==> src/rtl/uart_pkg.sv <==
// uart_pkg -- definitions shared by the UART receiver and transmitter.
//   uart_state_t   : frame-level FSM states
//   OVERSAMPLE_DEF : default number of sample ticks per bit
//   calc_div()     : system clocks per sample tick, rounded to nearest, never below 1
package uart_pkg;

   localparam int unsigned OVERSAMPLE_DEF = 16;

   typedef enum logic [1:0] {
      ST_IDLE  = 2'd0,
      ST_START = 2'd1,
      ST_DATA  = 2'd2,
      ST_STOP  = 2'd3
   } uart_state_t;

   function automatic int unsigned calc_div(input int unsigned clk_freq,
                                            input int unsigned baud,
                                            input int unsigned oversample);
      longint unsigned den;
      longint unsigned quo;
      den = 64'(baud) * 64'(oversample);
      if (den == 64'd0) return 32'd1;
      quo = (64'(clk_freq) + den / 64'd2) / den;
      if (quo == 64'd0) return 32'd1;
      return 32'(quo);
   endfunction

endpackage

==> src/rtl/uart_receiver_if.sv <==
// uart_receiver_if -- received-byte handshake between the UART receiver and its consumer.
//   rx_data      : last received byte (holding register)
//   rx_valid     : rx_data holds an unconsumed byte
//   rx_ready     : consumer takes rx_data when high together with rx_valid
//   rx_frame_err : one-clock pulse, stop bit sampled low
//   rx_overrun   : sticky, an unconsumed byte was overwritten
// master = receiver side, slave = consumer side.
interface uart_receiver_if;

   logic [7:0] rx_data;
   logic       rx_valid;
   logic       rx_ready;
   logic       rx_frame_err;
   logic       rx_overrun;

   modport master (
      output rx_data,
      output rx_valid,
      output rx_frame_err,
      output rx_overrun,
      input  rx_ready
   );

   modport slave (
      input  rx_data,
      input  rx_valid,
      input  rx_frame_err,
      input  rx_overrun,
      output rx_ready
   );

endinterface

==> src/rtl/baud_tick_gen.sv <==
// baud_tick_gen -- sample-tick generator, one tick every DIV clocks.
//   clk     : system clock
//   reset_b : asynchronous active-low reset
//   restart : reload the divider so tick phase is aligned to the current edge
//   tick    : one-clock sample strobe
module baud_tick_gen #(
   parameter int unsigned DIV = 1
) (
   input  logic clk,
   input  logic reset_b,
   input  logic restart,
   output logic tick
);

   localparam int unsigned CW = (DIV > 1) ? $clog2(DIV) : 1;
   localparam logic [CW-1:0] RELOAD = CW'(DIV - 1);

   logic [CW-1:0] cnt;

   // Down-counter; terminal count produces the tick and reloads.
   always_ff @(posedge clk or negedge reset_b) begin
      if (!reset_b) begin
         cnt <= '0;
      end else if (restart || (cnt == '0)) begin
         cnt <= RELOAD;
      end else begin
         cnt <= cnt - CW'(1);
      end
   end

   assign tick = (cnt == '0);

endmodule

==> src/rtl/uart_receiver.sv <==
// uart_receiver -- 8N1 UART receiver with oversampled centre sampling and a
// one-deep holding register with valid/ready handshake.
//   clk      : system clock, all state on rising edge
//   reset_b  : asynchronous active-low reset
//   uart_rxd : asynchronous serial line, idle high, LSB first
//   rx_bus   : receive handshake (data, valid, ready, frame error, overrun)
//
// state    | meaning
// ---------+-------------------------------------------------------------
// ST_IDLE  | waiting for a 1->0 edge on the synchronized line
// ST_START | counting to the start-bit centre, rejecting glitches
// ST_DATA  | sampling 8 data bits at their centres, LSB first
// ST_STOP  | sampling the stop bit; deliver byte or flag framing error
module uart_receiver
   import uart_pkg::*;
#(
   parameter int unsigned CLK_FREQ   = 100000000,
   parameter int unsigned BAUD       = 9600,
   parameter int unsigned OVERSAMPLE = OVERSAMPLE_DEF
) (
   input  logic            clk,
   input  logic            reset_b,
   input  logic            uart_rxd,
   uart_receiver_if.master rx_bus
);

   localparam int unsigned DIV = calc_div(CLK_FREQ, BAUD, OVERSAMPLE);
   localparam int unsigned SW  = (OVERSAMPLE > 1) ? $clog2(OVERSAMPLE) : 1;
   localparam logic [SW-1:0] HALF_LOAD = SW'(OVERSAMPLE / 2 - 1);
   localparam logic [SW-1:0] BIT_LOAD  = SW'(OVERSAMPLE - 1);

   uart_state_t state, state_nxt;
   logic [SW-1:0] smp_cnt, smp_nxt;
   logic [2:0]    bit_cnt, bit_nxt;
   logic [7:0]    shreg, shreg_nxt;

   logic rxd_meta, rxd_sync;
   logic [1:0] flush;
   logic line_hi;
   logic fall;
   logic tick;
   logic restart;
   logic byte_done;
   logic frame_bad;
   logic consume;

   // Synchronizer. The flops reset to 1, so their first outputs after reset
   // do not reflect the line; flush marks when they do. line_hi is the
   // previous observed line level and only tracks real samples, which keeps a
   // line held low through reset from looking like a start edge.
   always_ff @(posedge clk or negedge reset_b) begin
      if (!reset_b) begin
         rxd_meta <= 1'b1;
         rxd_sync <= 1'b1;
         flush    <= 2'b00;
         line_hi  <= 1'b0;
      end else begin
         rxd_meta <= uart_rxd;
         rxd_sync <= rxd_meta;
         flush    <= {flush[0], 1'b1};
         if (flush[1]) line_hi <= rxd_sync;
      end
   end

   assign fall = flush[1] & line_hi & ~rxd_sync;

   baud_tick_gen #(
      .DIV(DIV)
   ) u_tick (
      .clk     (clk),
      .reset_b (reset_b),
      .restart (restart),
      .tick    (tick)
   );

   always_ff @(posedge clk or negedge reset_b) begin
      if (!reset_b) begin
         state   <= ST_IDLE;
         smp_cnt <= '0;
         bit_cnt <= '0;
         shreg   <= '0;
      end else begin
         state   <= state_nxt;
         smp_cnt <= smp_nxt;
         bit_cnt <= bit_nxt;
         shreg   <= shreg_nxt;
      end
   end

   // smp_cnt counts sample ticks down to the next bit centre.
   always_comb begin
      state_nxt = state;
      smp_nxt   = smp_cnt;
      bit_nxt   = bit_cnt;
      shreg_nxt = shreg;
      restart   = 1'b0;
      byte_done = 1'b0;
      frame_bad = 1'b0;
      unique case (state)
         ST_IDLE: begin
            if (fall) begin
               state_nxt = ST_START;
               smp_nxt   = HALF_LOAD;
               bit_nxt   = '0;
               restart   = 1'b1;
            end
         end
         ST_START: begin
            if (tick) begin
               if (smp_cnt != '0) begin
                  smp_nxt = smp_cnt - SW'(1);
               end else if (!rxd_sync) begin
                  state_nxt = ST_DATA;
                  smp_nxt   = BIT_LOAD;
               end else begin
                  state_nxt = ST_IDLE;
               end
            end
         end
         ST_DATA: begin
            if (tick) begin
               if (smp_cnt != '0) begin
                  smp_nxt = smp_cnt - SW'(1);
               end else begin
                  shreg_nxt = {rxd_sync, shreg[7:1]};
                  smp_nxt   = BIT_LOAD;
                  if (bit_cnt == 3'd7) begin
                     state_nxt = ST_STOP;
                  end else begin
                     bit_nxt = bit_cnt + 3'd1;
                  end
               end
            end
         end
         ST_STOP: begin
            if (tick) begin
               if (smp_cnt != '0) begin
                  smp_nxt = smp_cnt - SW'(1);
               end else begin
                  state_nxt = ST_IDLE;
                  if (rxd_sync) byte_done = 1'b1;
                  else          frame_bad = 1'b1;
               end
            end
         end
         default: state_nxt = ST_IDLE;
      endcase
   end

   assign consume = rx_bus.rx_valid & rx_bus.rx_ready;

   // Holding register. A completing byte always wins the load; overrun is
   // only raised when the old byte is lost without being consumed.
   always_ff @(posedge clk or negedge reset_b) begin
      if (!reset_b) begin
         rx_bus.rx_data      <= 8'h00;
         rx_bus.rx_valid     <= 1'b0;
         rx_bus.rx_frame_err <= 1'b0;
         rx_bus.rx_overrun   <= 1'b0;
      end else begin
         rx_bus.rx_frame_err <= frame_bad;
         if (byte_done) begin
            rx_bus.rx_data  <= shreg;
            rx_bus.rx_valid <= 1'b1;
            if (rx_bus.rx_valid && !rx_bus.rx_ready) begin
               rx_bus.rx_overrun <= 1'b1;
            end else if (consume) begin
               rx_bus.rx_overrun <= 1'b0;
            end
         end else if (consume) begin
            rx_bus.rx_valid   <= 1'b0;
            rx_bus.rx_overrun <= 1'b0;
         end
      end
   end

endmodule

==> src/flat_wrapper.sv <==
// flat-port wrapper written by rule: the top's interface ports become plain ports
module uart_receiver_flat import uart_pkg::*;
#(
   parameter int unsigned CLK_FREQ   = 100000000,
   parameter int unsigned BAUD       = 9600,
   parameter int unsigned OVERSAMPLE = OVERSAMPLE_DEF
)
  (clk, reset_b, uart_rxd, rx_bus_rx_data, rx_bus_rx_valid, rx_bus_rx_frame_err, rx_bus_rx_overrun, rx_bus_rx_ready);
  uart_receiver_if rx_bus_i ();
  input  logic clk;
  input  logic reset_b;
  input  logic uart_rxd;
  output wire logic [$bits(rx_bus_i.rx_data)-1:0] rx_bus_rx_data;
  output wire logic [$bits(rx_bus_i.rx_valid)-1:0] rx_bus_rx_valid;
  output wire logic [$bits(rx_bus_i.rx_frame_err)-1:0] rx_bus_rx_frame_err;
  output wire logic [$bits(rx_bus_i.rx_overrun)-1:0] rx_bus_rx_overrun;
  input wire logic [$bits(rx_bus_i.rx_ready)-1:0] rx_bus_rx_ready;
  assign rx_bus_rx_data = rx_bus_i.rx_data;
  assign rx_bus_rx_valid = rx_bus_i.rx_valid;
  assign rx_bus_rx_frame_err = rx_bus_i.rx_frame_err;
  assign rx_bus_rx_overrun = rx_bus_i.rx_overrun;
  assign rx_bus_i.rx_ready = rx_bus_rx_ready;
  uart_receiver #(.CLK_FREQ(CLK_FREQ), .BAUD(BAUD), .OVERSAMPLE(OVERSAMPLE)) u_core (.clk(clk), .reset_b(reset_b), .uart_rxd(uart_rxd), .rx_bus(rx_bus_i));
endmodule
==> config.mk <==
export PLATFORM = sky130hd
export DESIGN_NAME = uart_receiver_flat
export DESIGN_NICKNAME = d
export VERILOG_FILES = /design/src/rtl/uart_pkg.sv /design/src/rtl/uart_receiver_if.sv /design/src/rtl/baud_tick_gen.sv /design/src/rtl/uart_receiver.sv /design/src/flat_wrapper.sv
export SDC_FILE = /design/constraint.sdc
export NUM_CORES = 1
export LEC_CHECK = 0
export ABC_AREA = 0
export CAP_MARGIN = 20
export CORE_MARGIN = 4
export CORE_UTILIZATION = 60
export CTS_CLUSTER_DIAMETER = 150
export DETAILED_ROUTE_END_ITERATION = 7
export DONT_BUFFER_PORTS = 1
export GPL_ROUTABILITY_DRIVEN = 0
export PLACE_DENSITY = 0.85
export SKIP_CTS_REPAIR_TIMING = 1
export SYNTH_ARGS = -nofsm -noshare
export SYNTH_HDL_FRONTEND = slang
export SYNTH_SLANG_ARGS = --single-unit
==> constraint.sdc <==
create_clock -name clk -period 4.9 [get_ports clk]
set_input_delay 0.49 -clock clk [delete_from_list [all_inputs] [get_ports clk]]
set_output_delay 0.49 -clock clk [all_outputs]
set_load 0.01 [all_outputs]
# After elaboration in Yosys (flattened, before gate mapping)

Cells that the tools add are included.

Bitwise gates (word level): 5
Reduce and logical (&&, ||, !) cells: 12
Eq/ne operators: 15
Mux-type cells: 40
Add/subtract/negate cells: 3

Operator list:

| kind                                                | number |
|---|---|
| 2-to-1 mux 4 bit                                    | 8 |
| 2-to-1 mux 2 bit                                    | 9 |
| one-hot mux 4 bit (4 select lines)                  | 1 |
| 2-to-1 mux 1 bit                                    | 15 |
| 2-to-1 mux 3 bit                                    | 4 |
| != test 2 x 1 -> 1 bit (second input constant)      | 6 |
| zero test 10 bit                                    | 1 |
| 2-to-1 mux 10 bit                                   | 1 |
| subtractor 10 x 1 -> 10 bit (second input constant) | 1 |
| != test 2 bit (second input constant)               | 4 |
| one-hot mux 2 bit (4 select lines)                  | 1 |
| AND reduction 8 bit                                 | 1 |
| one-hot mux 3 bit (2 select lines)                  | 1 |
| AND reduction 6 bit                                 | 1 |
| AND reduction 5 bit                                 | 1 |
| equality test 2 bit (second input constant)         | 2 |
| nonzero test 2 bit                                  | 2 |
| nonzero test 4 bit                                  | 1 |
| subtractor 4 x 1 -> 4 bit (second input constant)   | 1 |
| adder 3 x 1 -> 3 bit (second input constant)        | 1 |
| AND 1 bit                                           | 3 |
| equality test 3 bit (second input constant)         | 1 |
| != test 3 bit (second input constant)               | 1 |
| AND reduction 3 bit                                 | 1 |
| other kinds (6)                                     | 7 |

Output and inout bits: 11
Input bits: 4
Logic and storage cells: 88
Bits in registers: 43

# Logic depth before layout (Yosys ltp)

Gate-level depths: netlist of run 1.

Depth in word-level cells: 6
Gate-level depth with buffers: 8
Gate-level depth less buffers: 7

# Cells and area by module

From an unflattened synthesis of run 1, not the netlist that was laid out.

Cells, all modules: 175
Area total of the unflattened synthesis: 2,062.0 um^2

By module, submodules not included:

| module        | seq. area each (um^2) | area an instance (um^2) | cells each | times used |
|---|---|---|---|---|
| uart_receiver | 828.3                 | 1,521.5                 | 121        | 1 |
| baud_tick_gen | 250.2                 | 540.5                   | 54         | 1 |

# Least setup slack after synthesis of run 1

OpenSTA, ideal clock, no wires.

Path type: register -> register
Start: register u_core.u_tick.cnt[0]
End: register u_core.rx_bus.rx_data[0]
Required time: 4,775 ps
Setup time: 125 ps
Period minus slack after synthesis: 2,279 ps
Path buffers: 1
Slack: 2,621 ps
Cell stages (with the launch flop): 8
Arrival: 2,155 ps
Cells stage by stage: dfrtp_1 -> inv_1 -> ha_1 -> or4b_4 -> nor4_4 -> and3_1 -> buf_4 -> mux2_2

Word-level cells in the longest chain between the ends: 3

RTL lines:

| what                   | line                   | RTL |
|---|---|---|
| start, declared        | baud_tick_gen.sv:18    | `logic [CW-1:0] cnt;` |
| start signal, assigned | baud_tick_gen.sv:27    | `cnt <= cnt - CW'(1);` |
| zero test 10 bit       | baud_tick_gen.sv:31    | `assign tick = (cnt == '0);` |
| 2-to-1 mux 1 bit       | uart_receiver.sv:136   | `if (tick) begin` |
| 2-to-1 mux 1 bit       | uart_receiver.sv:99    | `unique case (state)` |
| end signal, assigned   | uart_receiver.sv:163   | `rx_bus.rx_data <= shreg;` |
| end, declared          | uart_receiver_if.sv:17 | `output rx_data,` |

Every way passes these cells.
A chain may end at the register's enable or synchronous reset.

# Worst setup path in the final report of run 1

Start: register u_core.u_tick.cnt[0]
End: register u_core.rx_bus.rx_data[7]

The elaborated chain is that of the path after synthesis.

==> metrics.cfg, run 1 <==
[setup_path]
path_class = flop to flop
critical_path.max_fanout = 10
cp.required_ns = 5.14
worstPathArrival_ns = 2.86
critPathCaptureType = flop
r2r-end = u_core.rx_bus.rx_data[7]$_DFFE_PN0P_
reg2reg_slack_ns = 2.29
rr_startpoint = u_core.u_tick.cnt[0]$_DFF_PN0_
ff2ff_path_depth = 6
cp-start-kind = flop

[floorplan]
die_x_um = 65.3
io_pins = 15
start_util = 0.636
die_area_sq_um = 4270
die_h_um = 65.3
core_region_area_sq_um = 3100
rows = 20

[timing]
hold_violations = 0
setup_slack_ns = 2.29
worst_slew_pin_slew_ns = 0.614
fmax_ghz = 0.382
final.period_utilization = 0.534
final.min_clock_period_ns = 2.61
finClkSkew_ns = 0.00872
setup_tns_ns = 0
rsz0062_at_grt = false
relSlewSlack = 0.591
maxSlewViolCount = 0
setup_viol = 0

[synthesis]
synth_edf_count = 0
synth_nets = 176
yosys-top-cells-area = dfrtp_1 (52%), mux2_2 (10%), ha_1 (5.7%), dfstp_2 (2.7%), nor2_1 (2.7%)
synth_top_area_share = 0.520
ys_seq_area_frac = 0.547
ys.flop_type = dfrtp_1
syn_avg_cell_area_sq_um = 12.1
synthArstFlopShare = 1.00
yosys_warnings = 0
synth_cell_types = 41
synth_most_common_cell = dfrtp_1
ys_ff_latch = 43
syn_area_sq_um = 1970
synth_common_cells = dfrtp_1 (41), mux2_2 (18), nor2_1 (14)
syn_inst = 163
synth.largest_area_cell = dfrtp_1

[global_route]
grt_start_max_net_pins = 44
grt_usage = 0.172
antenna_found_initial = 0
first_global_vias = 1211
grt_pass1_wl_mm = 5.60
overflow = 0

[detailed_routing]
wl_per_cell_um = 15.5
vias_per_cell = 5.77
drt_iter0_markers = 101
drt_pass1_iterations = 4
num_vias = 1234
drcViolationCount = 0
drt_wl_total_mm = 3.33
ant_nets = 0

[hold_path]
worstHoldStart = uart_rxd
hold_class = input port to flop
whs_path_depth = 0
min_to = u_core.rxd_meta$_DFF_PN1_

[power_and_ir_drop]
switching_power_uw = 314
p_leak_nw = 1.01
max-vdd-ir-drop_mv = 0.267
combPwrFrac = 0.279
internal_power_uw = 574
sequentialPowerShare = 0.533
p_sw_frac = 0.354
cellPowerDensity_nw_per_um2 = 421
clkPwrFrac = 0.189

[cts]
htree_levels = 2
clkSlewWorstSetupHoldPaths_ns = 0.12
cts_sinks = 43
cts_tree = done
clk_latency_ns = 0.35
cts_made_buffers = 5
root_buffer = clkbuf_4
clockBufferDepth = 2

[finish]
nNetsFinal = 182
drive_gt1_frac = 0.218
diodes = 0
syn_to_final_growth_pct = 6.85
finish.utilization = 0.679

[place]
hpwl_mm = 2.30
io_buffers = 0
dp_slack_ns = 2.31

[run_status]
status = finished clean

[flow_run]
cap_viol_max_count = 0

## final cells by class
cell class / instances / area [sq um]
fill: 244 / 995
clock inverter: 3 / 20.0
sequential: 43 / 1080
tap: 44 / 55.1
multi-input combinational: 108 / 846
clock buffer: 5 / 37.5
inverter: 9 / 33.8
timing repair buffer: 2 / 37.5
## critical path: stages, from the launching register on
cell	delay, ns
dfrtp_1	0.40
inv_1	0.06
ha_1	0.19
or4b_4	0.52
nor4_4	0.44
and3_1	0.51
mux2_2	0.39
## per-layer routing
layer	share of wire	up-vias	GRT usage	wire [um]
li1	-	585	-	-
met1	0.44	629	0.213	1450
met2	0.52	15	0.292	1720
met3	0.032	5	0.0376	105
met4	0.013	0	0.0699	43
met5	0	-	0	0
## registers in the layout, indices dropped and copies added (netlist names), named ones only
signal	count
u_core.state	1
u_core.rxd_sync	1
u_core.bit_cnt	3
u_core.line_hi	1
u_core.flush	2
u_core.u_tick.cnt	10
u_core.shreg	8
u_core.rx_bus.rx_valid	1
u_core.rxd_meta	1
u_core.rx_bus.rx_data	8
u_core.smp_cnt	4
u_core.rx_bus.rx_frame_err	1
## power by group through the flow
stage                     sequential [mW]  clock [mW]  combinational [mW]
after global placement              0.472           0               0.218
after CTS                           0.471       0.176               0.235
after floorplan                     0.464           0               0.194
after global routing                0.483       0.193               0.286
final                               0.473       0.167               0.247
after detailed placement            0.479           0               0.233
## layout by cell type, fill, tap and decap left out, types with 2 or more instances in the layout
cell type   instances
ha_1                9
a21oi_1            10
clkinvlp_4          2
mux2_2             18
clkbuf_4            5
dfrtp_1            41
xor2_1              2
a21o_1              3
xnor2_1             5
a22o_1              4
nand2_1             6
o21ai_0             5
inv_1               9
or3_1               2
nor2_1             14
nor3_1              4
dfstp_2             2
nor3b_1             2
nand2b_1            2
## worst max-delay path by stage
stage | startpoint | endpoint | slack [ns] | cells after the start
final | u_core.u_tick.cnt[0]$_DFF_PN0_ | u_core.rx_bus.rx_data[7]$_DFFE_PN0P_ | 2.29 | 6
after global routing | u_core.u_tick.cnt[1]$_DFF_PN0_ | u_core.rx_bus.rx_data[2]$_DFFE_PN0P_ | 2.14 | 6
after CTS | u_core.u_tick.cnt[0]$_DFF_PN0_ | u_core.rx_bus.rx_data[2]$_DFFE_PN0P_ | 2.29 | 6
after detailed placement | u_core.u_tick.cnt[0]$_DFF_PN0_ | u_core.rx_bus.rx_data[2]$_DFFE_PN0P_ | 2.31 | 6
after global placement | u_core.u_tick.cnt[0]$_DFF_PN0_ | u_core.rx_bus.rx_data[5]$_DFFE_PN0P_ | 2.40 | 6
after floorplan | u_core.u_tick.cnt[0]$_DFF_PN0_ | u_core.rx_bus.rx_data[0]$_DFFE_PN0P_ | 2.62 | 7
## per-stage QoR
stage | std cells | hold slack (ns) | total power, mW | area, sq um
3_3_place_gp | 204 | 0.196 | 0.690 | 2010
4_1_cts | 212 | -0.196 | 0.882 | 2070
5_1_grt | 214 | 0.0942 | 0.962 | 2110
2_1_floorplan | 163 | 0.194 | 0.658 | 1970
6_report | 214 | 0.129 | 0.887 | 2110
3_5_place_dp | 204 | 0.195 | 0.712 | 2010
## cell families after synthesis
kind of cell               Yosys count  share of synthesized area
adders and majority gates            9                     0.0571
muxes                               20                      0.114
AOI/OAI and AO/OA                   27                     0.0888
xor gates and xnor gates             7                     0.0311
buffers and inverters               12                     0.0247
other                                1                    0.00190
DFF                                 43                      0.547
and+or+nand+nor                     44                      0.136
Note: power is estimated with default switching activity, not from simulation.
==> run 2, diff against run 1 <==
--- a/config.mk
+++ b/config.mk
@@ -8,12 +8,12 @@
 export ABC_AREA = 0
 export CAP_MARGIN = 20
 export CORE_MARGIN = 4
-export CORE_UTILIZATION = 60
+export CORE_UTILIZATION = 56
 export CTS_CLUSTER_DIAMETER = 150
 export DETAILED_ROUTE_END_ITERATION = 7
 export DONT_BUFFER_PORTS = 1
 export GPL_ROUTABILITY_DRIVEN = 0
-export PLACE_DENSITY = 0.85
+export PLACE_DENSITY = 0.83
 export SKIP_CTS_REPAIR_TIMING = 1
 export SYNTH_ARGS = -nofsm -noshare
 export SYNTH_HDL_FRONTEND = slang
==> constraint.sdc (replaced) <==
create_clock -name clk -period 2.3 [get_ports clk]
set_input_delay 0.23 -clock clk [delete_from_list [all_inputs] [get_ports clk]]
set_output_delay 0.23 -clock clk [all_outputs]
set_load 0.01 [all_outputs]
==> run 2 against run 1 <==
First-iteration DRC count down 41%. Utilization down 2.5 points. Clock skew about the same. Via count up 1.2%. Sequential cell count unchanged. Global-route usage down 1.4 points. Sequential power up 110%. Critical path type unchanged. Critical endpoint is now u_core.smp_cnt[3]$_DFFE_PN0P_. Largest power group unchanged.
==> metrics.cfg, run 2 (synthesized netlist as in run 1, its figures left out) <==
[run_status]
status = finished clean

[setup_path]
r2r-end = u_core.smp_cnt[3]$_DFFE_PN0P_
reg2reg_slack_ns = 0.14  ; -2.15 ns
ff2ff_path_depth = 8  ; +2
cp.required_ns = 2.60  ; -2.54 ns
cp_num_buf_inv = 2  ; +1
worstPathArrival_ns = 2.46  ; -0.40 ns
critPathCapture = u_core.smp_cnt[3]$_DFFE_PN0P_
critPathCaptureType = flop
rr_startpoint = u_core.u_tick.cnt[0]$_DFF_PN0_
critPathTopFamily = simple AND/OR/NAND/NOR gates
crit_path_top_delay_cell = or4b_4
critical_path.max_fanout = 8  ; -2
path_class = flop to flop
critical_path.cell_chain = inv_2 -> ha_4 -> or4b_4 -> buf_4 -> nor3_2 -> o221ai_2 -> nor3_1 -> o22a_1
crit_start = u_core.u_tick.cnt[0]$_DFF_PN0_
cp-start-kind = flop
cp.depth = 8  ; +2
critPathMaxStageDelay_ns = 0.48  ; -0.04 ns

[detailed_routing]
num_vias = 1249  ; +1.2%
ant_nets = 0  ; unchanged
drt_wl_total_mm = 3.19  ; -4.2%
wl_per_cell_um = 14.3  ; -8.0%
drt_iter0_markers = 60  ; -41%
drt_pass1_iterations = 4  ; unchanged
vias_per_cell = 5.60  ; -2.9%
drcViolationCount = 0  ; unchanged

[global_route]
grt_pass1_wl_mm = 5.23  ; -6.5%
grt_start_max_net_pins = 44  ; unchanged
grt_usage = 0.158  ; -0.0139
overflow = 0  ; unchanged
first_global_vias = 1189  ; -1.8%
antenna_found_initial = 0  ; unchanged

[finish]
largest_registers = u_core.u_tick.cnt: 10 flops, u_core.rx_bus.rx_data: 8 flops, u_core.shreg: 8 flops
layout_commonest_cell = dfrtp_1
syn_to_final_growth_pct = 11.5
diodes = 0  ; unchanged
top_register = u_core.u_tick.cnt
drive_gt1_frac = 0.271  ; +0.0535
stdcell_area_sq_um = 2200  ; +4.4%
largest_reg_flops = 10  ; unchanged
nNetsFinal = 189  ; +3.8%
finish.utilization = 0.654  ; -0.0250
mostFrequentLayoutCells = dfrtp_1 (41), mux2_2 (18), nor2_1 (14)

[cts]
cts_sinks = 43  ; unchanged
clockBufferDepth = 2  ; unchanged
root_buffer = clkbuf_4
cts_tree = done
htree_levels = 2  ; unchanged
clkSlewWorstSetupHoldPaths_ns = 0.12  ; about the same
cts_made_buffers = 5  ; unchanged
clk_latency_ns = 0.35  ; about the same

[floorplan]
core_region_area_sq_um = 3360  ; +8.4%
rows = 21  ; +5.0%
die_x_um = 67.4  ; +3.1%
start_util = 0.587  ; -0.0492
die_h_um = 67.4  ; +3.1%
die_area_sq_um = 4540  ; +6.3%
io_pins = 15  ; unchanged

[power_and_ir_drop]
p_leak_nw = 1.04  ; +3.3%
cellPowerDensity_nw_per_um2 = 877  ; +110%
max-vdd-ir-drop_mv = 0.488  ; +82%
power_mw = 1.93  ; +120%

[flow_run]
cap_viol_max_count = 0  ; unchanged

[timing]
final.min_clock_period_ns = 2.16  ; -0.455 ns
rsz0062_at_grt = false
finClkSkew_ns = 0.00896  ; +0.000238 ns
setup_viol = 0  ; unchanged
maxSlewViolCount = 0  ; unchanged
hold_violations = 0  ; unchanged
final.period_utilization = 0.939  ; +0.405
setup_slack_ns = 0.140  ; -2.15 ns
fmax_ghz = 0.463  ; +21%

[place]
io_buffers = 0  ; unchanged
hpwl_mm = 2.31  ; +0.17%
dp_slack_ns = 0.0480  ; -2.26 ns
placed_cell_area_sq_um = 2060  ; +2.2%

[hold_path]
hold_class = input port to flop

[run 2: cell types whose count changed in the layout (fill, tap and decap cells not counted)]
cell           before  now
inv_1               9    5
inv_2               0    4
o221ai_1            1    0
or3b_2              1    0
o221ai_2            0    1
ha_2                0    1
dlygate4sd3_1       1    3
ha_1                9    7
ha_4                0    1
clkbuf_1            0    1
or3b_4              0    1
buf_4               0    4
clkinvlp_4          2    1
buf_12              0    1
[run 2: area by class of cell]
type,instances,area [sq um]
clock buffer,6,41.3
clock inverter,2,12.5
fill,259,1160
inverter,9,33.8
multi-input combinational,108,870
sequential,43,1080
tap,46,57.6
timing repair buffer,9,108
[run 2: worst min path at each step]
stage	startpoint	cells after the start	end
after global placement	reset_b	0	u_core.rx_bus.rx_frame_err$_DFF_PN0_
after detailed placement	reset_b	0	u_core.smp_cnt[2]$_DFFE_PN0P_
final	rx_bus_rx_ready	2	u_core.rx_bus.rx_valid$_DFFE_PN0P_
after CTS	reset_b	0	u_core.bit_cnt[0]$_DFFE_PN0P_
after global routing	rx_bus_rx_ready	2	u_core.rx_bus.rx_valid$_DFFE_PN0P_
after floorplan	reset_b	0	asynchronous set/reset pin
[run 2: layer usage]
| metal | share of wire | vias up | GRT usage |
|---|---|---|---|
| met4 | 0.017 | 0 | 0.0684 |
| met1 | 0.43 | 623 | 0.186 |
| met3 | 0.036 | 7 | 0.0566 |
| met2 | 0.51 | 20 | 0.261 |
| met5 | 0 | - | 0 |
| li1 | - | 599 | - |
[run 2: per-stage QoR]
step | hold slack, ns | TNS (ns) | instances
finish | 0.0538 | 0 | 223
global route | 0.0408 | 0 | 223
CTS | -0.457 | -0.0476 | 218
detailed placement | -0.0641 | 0 | 210
global placement | -0.0643 | 0 | 210
floorplan | -0.0656 | 0 | 163
[run 2: worst reg2reg max path: cells and delay by family (launching register included)]
| kind | cells | cell delay, ns |
|---|---|---|
| and+or+nand+nor | 3 | 0.94 |
| AOI/OAI and AO/OA | 2 | 0.40 |
| buffers and inverters | 2 | 0.24 |
| DFF | 1 | 0.41 |
| adders and majority gates | 1 | 0.13 |
[run 2: power by group]
part / switching [mW] / internal (mW)
clock network: 0.238 / 0.118
logic: 0.311 / 0.252
registers: 0.128 / 0.882
==> run 3, diff against run 2 <==
--- a/config.mk
+++ b/config.mk
@@ -14,7 +14,6 @@
 export DONT_BUFFER_PORTS = 1
 export GPL_ROUTABILITY_DRIVEN = 0
 export PLACE_DENSITY = 0.83
-export SKIP_CTS_REPAIR_TIMING = 1
 export SYNTH_ARGS = -nofsm -noshare
 export SYNTH_HDL_FRONTEND = slang
 export SYNTH_SLANG_ARGS = --single-unit
==> run 3 against run 2 <==
Sequential share of layout area is 0.17 points higher. Final cell count stayed put. Routed wire length is 0.25% higher. Sequential cell count stayed put. Clock skew hardly changed. Clock power hardly changed. Hold slack hardly changed. Combinational power hardly changed. Register-to-register slack hardly changed. Sequential power hardly changed. Global-route usage is 0.14 points higher. Via count is 0.32% lower. Critical path type unchanged.
==> metrics.cfg, run 3 (synthesized netlist as in run 1, its figures left out) <==
[cts]
cts_made_buffers = 5  ; unchanged
cts_tree = done
clk_latency_ns = 0.35  ; about the same
cts_sinks = 43  ; unchanged
htree_levels = 2  ; unchanged
root_buffer = clkbuf_4
clockBufferDepth = 2  ; unchanged
clkSlewWorstSetupHoldPaths_ns = 0.12  ; about the same

[hold_path]
hold_class = input port to flop
min_to = u_core.rx_bus.rx_valid$_DFFE_PN0P_
whs_path_depth = 2  ; unchanged
worstHoldStart = rx_bus_rx_ready

[floorplan]
rows = 21  ; unchanged
die_x_um = 67.4  ; unchanged
core_region_area_sq_um = 3360  ; unchanged
io_pins = 15  ; unchanged
start_util = 0.587  ; unchanged
die_area_sq_um = 4540  ; unchanged
die_h_um = 67.4  ; unchanged

[flow_run]
cap_viol_max_count = 0  ; unchanged

[detailed_routing]
drt_pass1_iterations = 4  ; unchanged
drcViolationCount = 0  ; unchanged
ant_nets = 0  ; unchanged
wl_per_cell_um = 14.3  ; +0.25%
drt_iter0_markers = 56  ; -6.7%
drt_wl_total_mm = 3.20  ; +0.25%
vias_per_cell = 5.58  ; -0.32%
num_vias = 1245  ; -0.32%

[setup_path]
critical_path.cell_chain = inv_2 -> ha_4 -> or4b_4 -> buf_4 -> nor3_2 -> o221ai_2 -> nor3_1 -> o22a_1
cp-start-kind = flop
rr_startpoint = u_core.u_tick.cnt[0]$_DFF_PN0_
worstPathArrival_ns = 2.46  ; about the same
critPathMaxStageDelay_ns = 0.48  ; about the same
cp.required_ns = 2.60  ; about the same
critPathCaptureType = flop
critPathTopFamily = simple AND/OR/NAND/NOR gates
cp_num_buf_inv = 2  ; unchanged
crit_path_top_delay_cell = or4b_4
ff2ff_path_depth = 8  ; unchanged
critical_path.max_fanout = 8  ; unchanged
r2r-end = u_core.smp_cnt[3]$_DFFE_PN0P_
path_class = flop to flop
reg2reg_slack_ns = 0.14  ; about the same

[place]
hpwl_mm = 2.31  ; unchanged
io_buffers = 0  ; unchanged

[global_route]
grt_usage = 0.160  ; +0.00142
grt_start_max_net_pins = 44  ; unchanged
overflow = 0  ; unchanged
grt_pass1_wl_mm = 5.29  ; +1.2%
antenna_found_initial = 0  ; unchanged
first_global_vias = 1203  ; +1.2%

[timing]
setup_viol = 0  ; unchanged
setup_tns_ns = 0  ; unchanged
finClkSkew_ns = 0.00853  ; -0.000429 ns
final.min_clock_period_ns = 2.16  ; +0.000663 ns
rsz0062_at_grt = false
final.period_utilization = 0.939  ; about the same
maxSlewViolCount = 0  ; unchanged
fmax_ghz = 0.463  ; about the same
whs_ns = 0.0537  ; -0.0000699 ns
hold_violations = 0  ; unchanged

[finish]
finish.utilization = 0.652  ; -0.00223
layout_commonest_cell = dfrtp_1
top_register = u_core.u_tick.cnt
fillers = 260  ; +0.39%
largest_registers = u_core.u_tick.cnt: 10 flops, u_core.rx_bus.rx_data: 8 flops, u_core.shreg: 8 flops
largest_reg_flops = 10  ; unchanged
nNetsFinal = 189  ; unchanged
diodes = 0  ; unchanged
syn_to_final_growth_pct = 11.2
mostFrequentLayoutCells = dfrtp_1 (41), mux2_2 (18), nor2_1 (14)
drive_gt1_frac = 0.271  ; unchanged

[power_and_ir_drop]
p_sw_frac = 0.352  ; +0.000830
internal_power_mw = 1.25  ; -0.11%
max-vdd-ir-drop_mv = 0.486  ; -0.35%
p_leak_nw = 1.04  ; -0.31%
clkPwrFrac = 0.184  ; about the same
cellPowerDensity_nw_per_um2 = 880  ; +0.36%
switching_power_uw = 679  ; +0.26%
sequentialPowerShare = 0.525  ; about the same
combPwrFrac = 0.291  ; about the same

[run_status]
status = finished clean

-- run 3: cell count changes in the layout (fill, tap and decap cells not counted) --
cell / change
buf_16: -1
buf_12: +1
-- run 3: worst max path at each step --
stage	from	to	depth (start not counted)
finish	u_core.u_tick.cnt[0]$_DFF_PN0_	u_core.smp_cnt[3]$_DFFE_PN0P_	8
global route	u_core.u_tick.cnt[0]$_DFF_PN0_	u_core.bit_cnt[1]$_DFFE_PN0P_	8
CTS	u_core.u_tick.cnt[0]$_DFF_PN0_	u_core.bit_cnt[1]$_DFFE_PN0P_	8
global placement	u_core.u_tick.cnt[0]$_DFF_PN0_	u_core.rx_bus.rx_data[6]$_DFFE_PN0P_	7
floorplan	u_core.u_tick.cnt[0]$_DFF_PN0_	u_core.rx_bus.rx_data[0]$_DFFE_PN0P_	7
detailed placement	u_core.u_tick.cnt[0]$_DFF_PN0_	u_core.rx_bus.rx_data[0]$_DFFE_PN0P_	7
-- run 3: metal layers --
| metal | part of all wire | GRT usage | vias up |
|---|---|---|---|
| met4 | 0.017 | 0.0684 | 0 |
| li1 | - | - | 599 |
| met5 | 0 | 0 | - |
| met3 | 0.036 | 0.0549 | 7 |
| met2 | 0.51 | 0.263 | 18 |
| met1 | 0.44 | 0.191 | 621 |
-- run 3: stage by stage --
step                      setup slack, ns  area (sq um)  total power, mW  std cells
after CTS                          0.0305          2170             1.90        222
after floorplan                    0.0206          1970             1.40        163
after global routing               0.0169          2190             2.06        223
after global placement              0.102          2060             1.48        210
after detailed placement           0.0480          2060             1.52        210
final                               0.140          2190             1.93        223
-- run 3: final cells by class --
cell class / count / area, sq um / area share
clock buffer: 6 / 41.3 / 0.0188
clock inverter: 2 / 12.5 / 0.00570
inverter: 9 / 33.8 / 0.0154
multi-input combinational: 108 / 870 / 0.396
sequential: 43 / 1080 / 0.492
tap: 46 / 57.6 / 0.0262
timing repair buffer: 9 / 100 / 0.0456
-- run 3: power by group through the flow --
stage                     Clock [mW]  Combinational, mW  Sequential [mW]
after floorplan                    0              0.413            0.989
after global placement             0              0.476             1.01
after detailed placement           0              0.500             1.02
after CTS                      0.367              0.537             1.00
after global routing           0.399              0.636             1.03
final                          0.356              0.562             1.01
-- run 3: repair_timing --
item / in CTS / in global routing
pin swaps: 0 / 2
gates resized for setup: 1 / 8
hold buffers: 4 / 0
endpoints found under the hold margin: 45 / 0
buffers inserted: 0 / 1
endpoints found under the setup margin: 1 / 20
-- run 3: worst reg2reg max path: cells and delay by family, from the launching register on --
kind / cells / cell delay, ns
and+or+nand+nor: 3 / 0.94
DFF: 1 / 0.41
AOI/OAI and AO/OA: 2 / 0.40
buffers and inverters: 2 / 0.24
adders and majority gates: 1 / 0.13
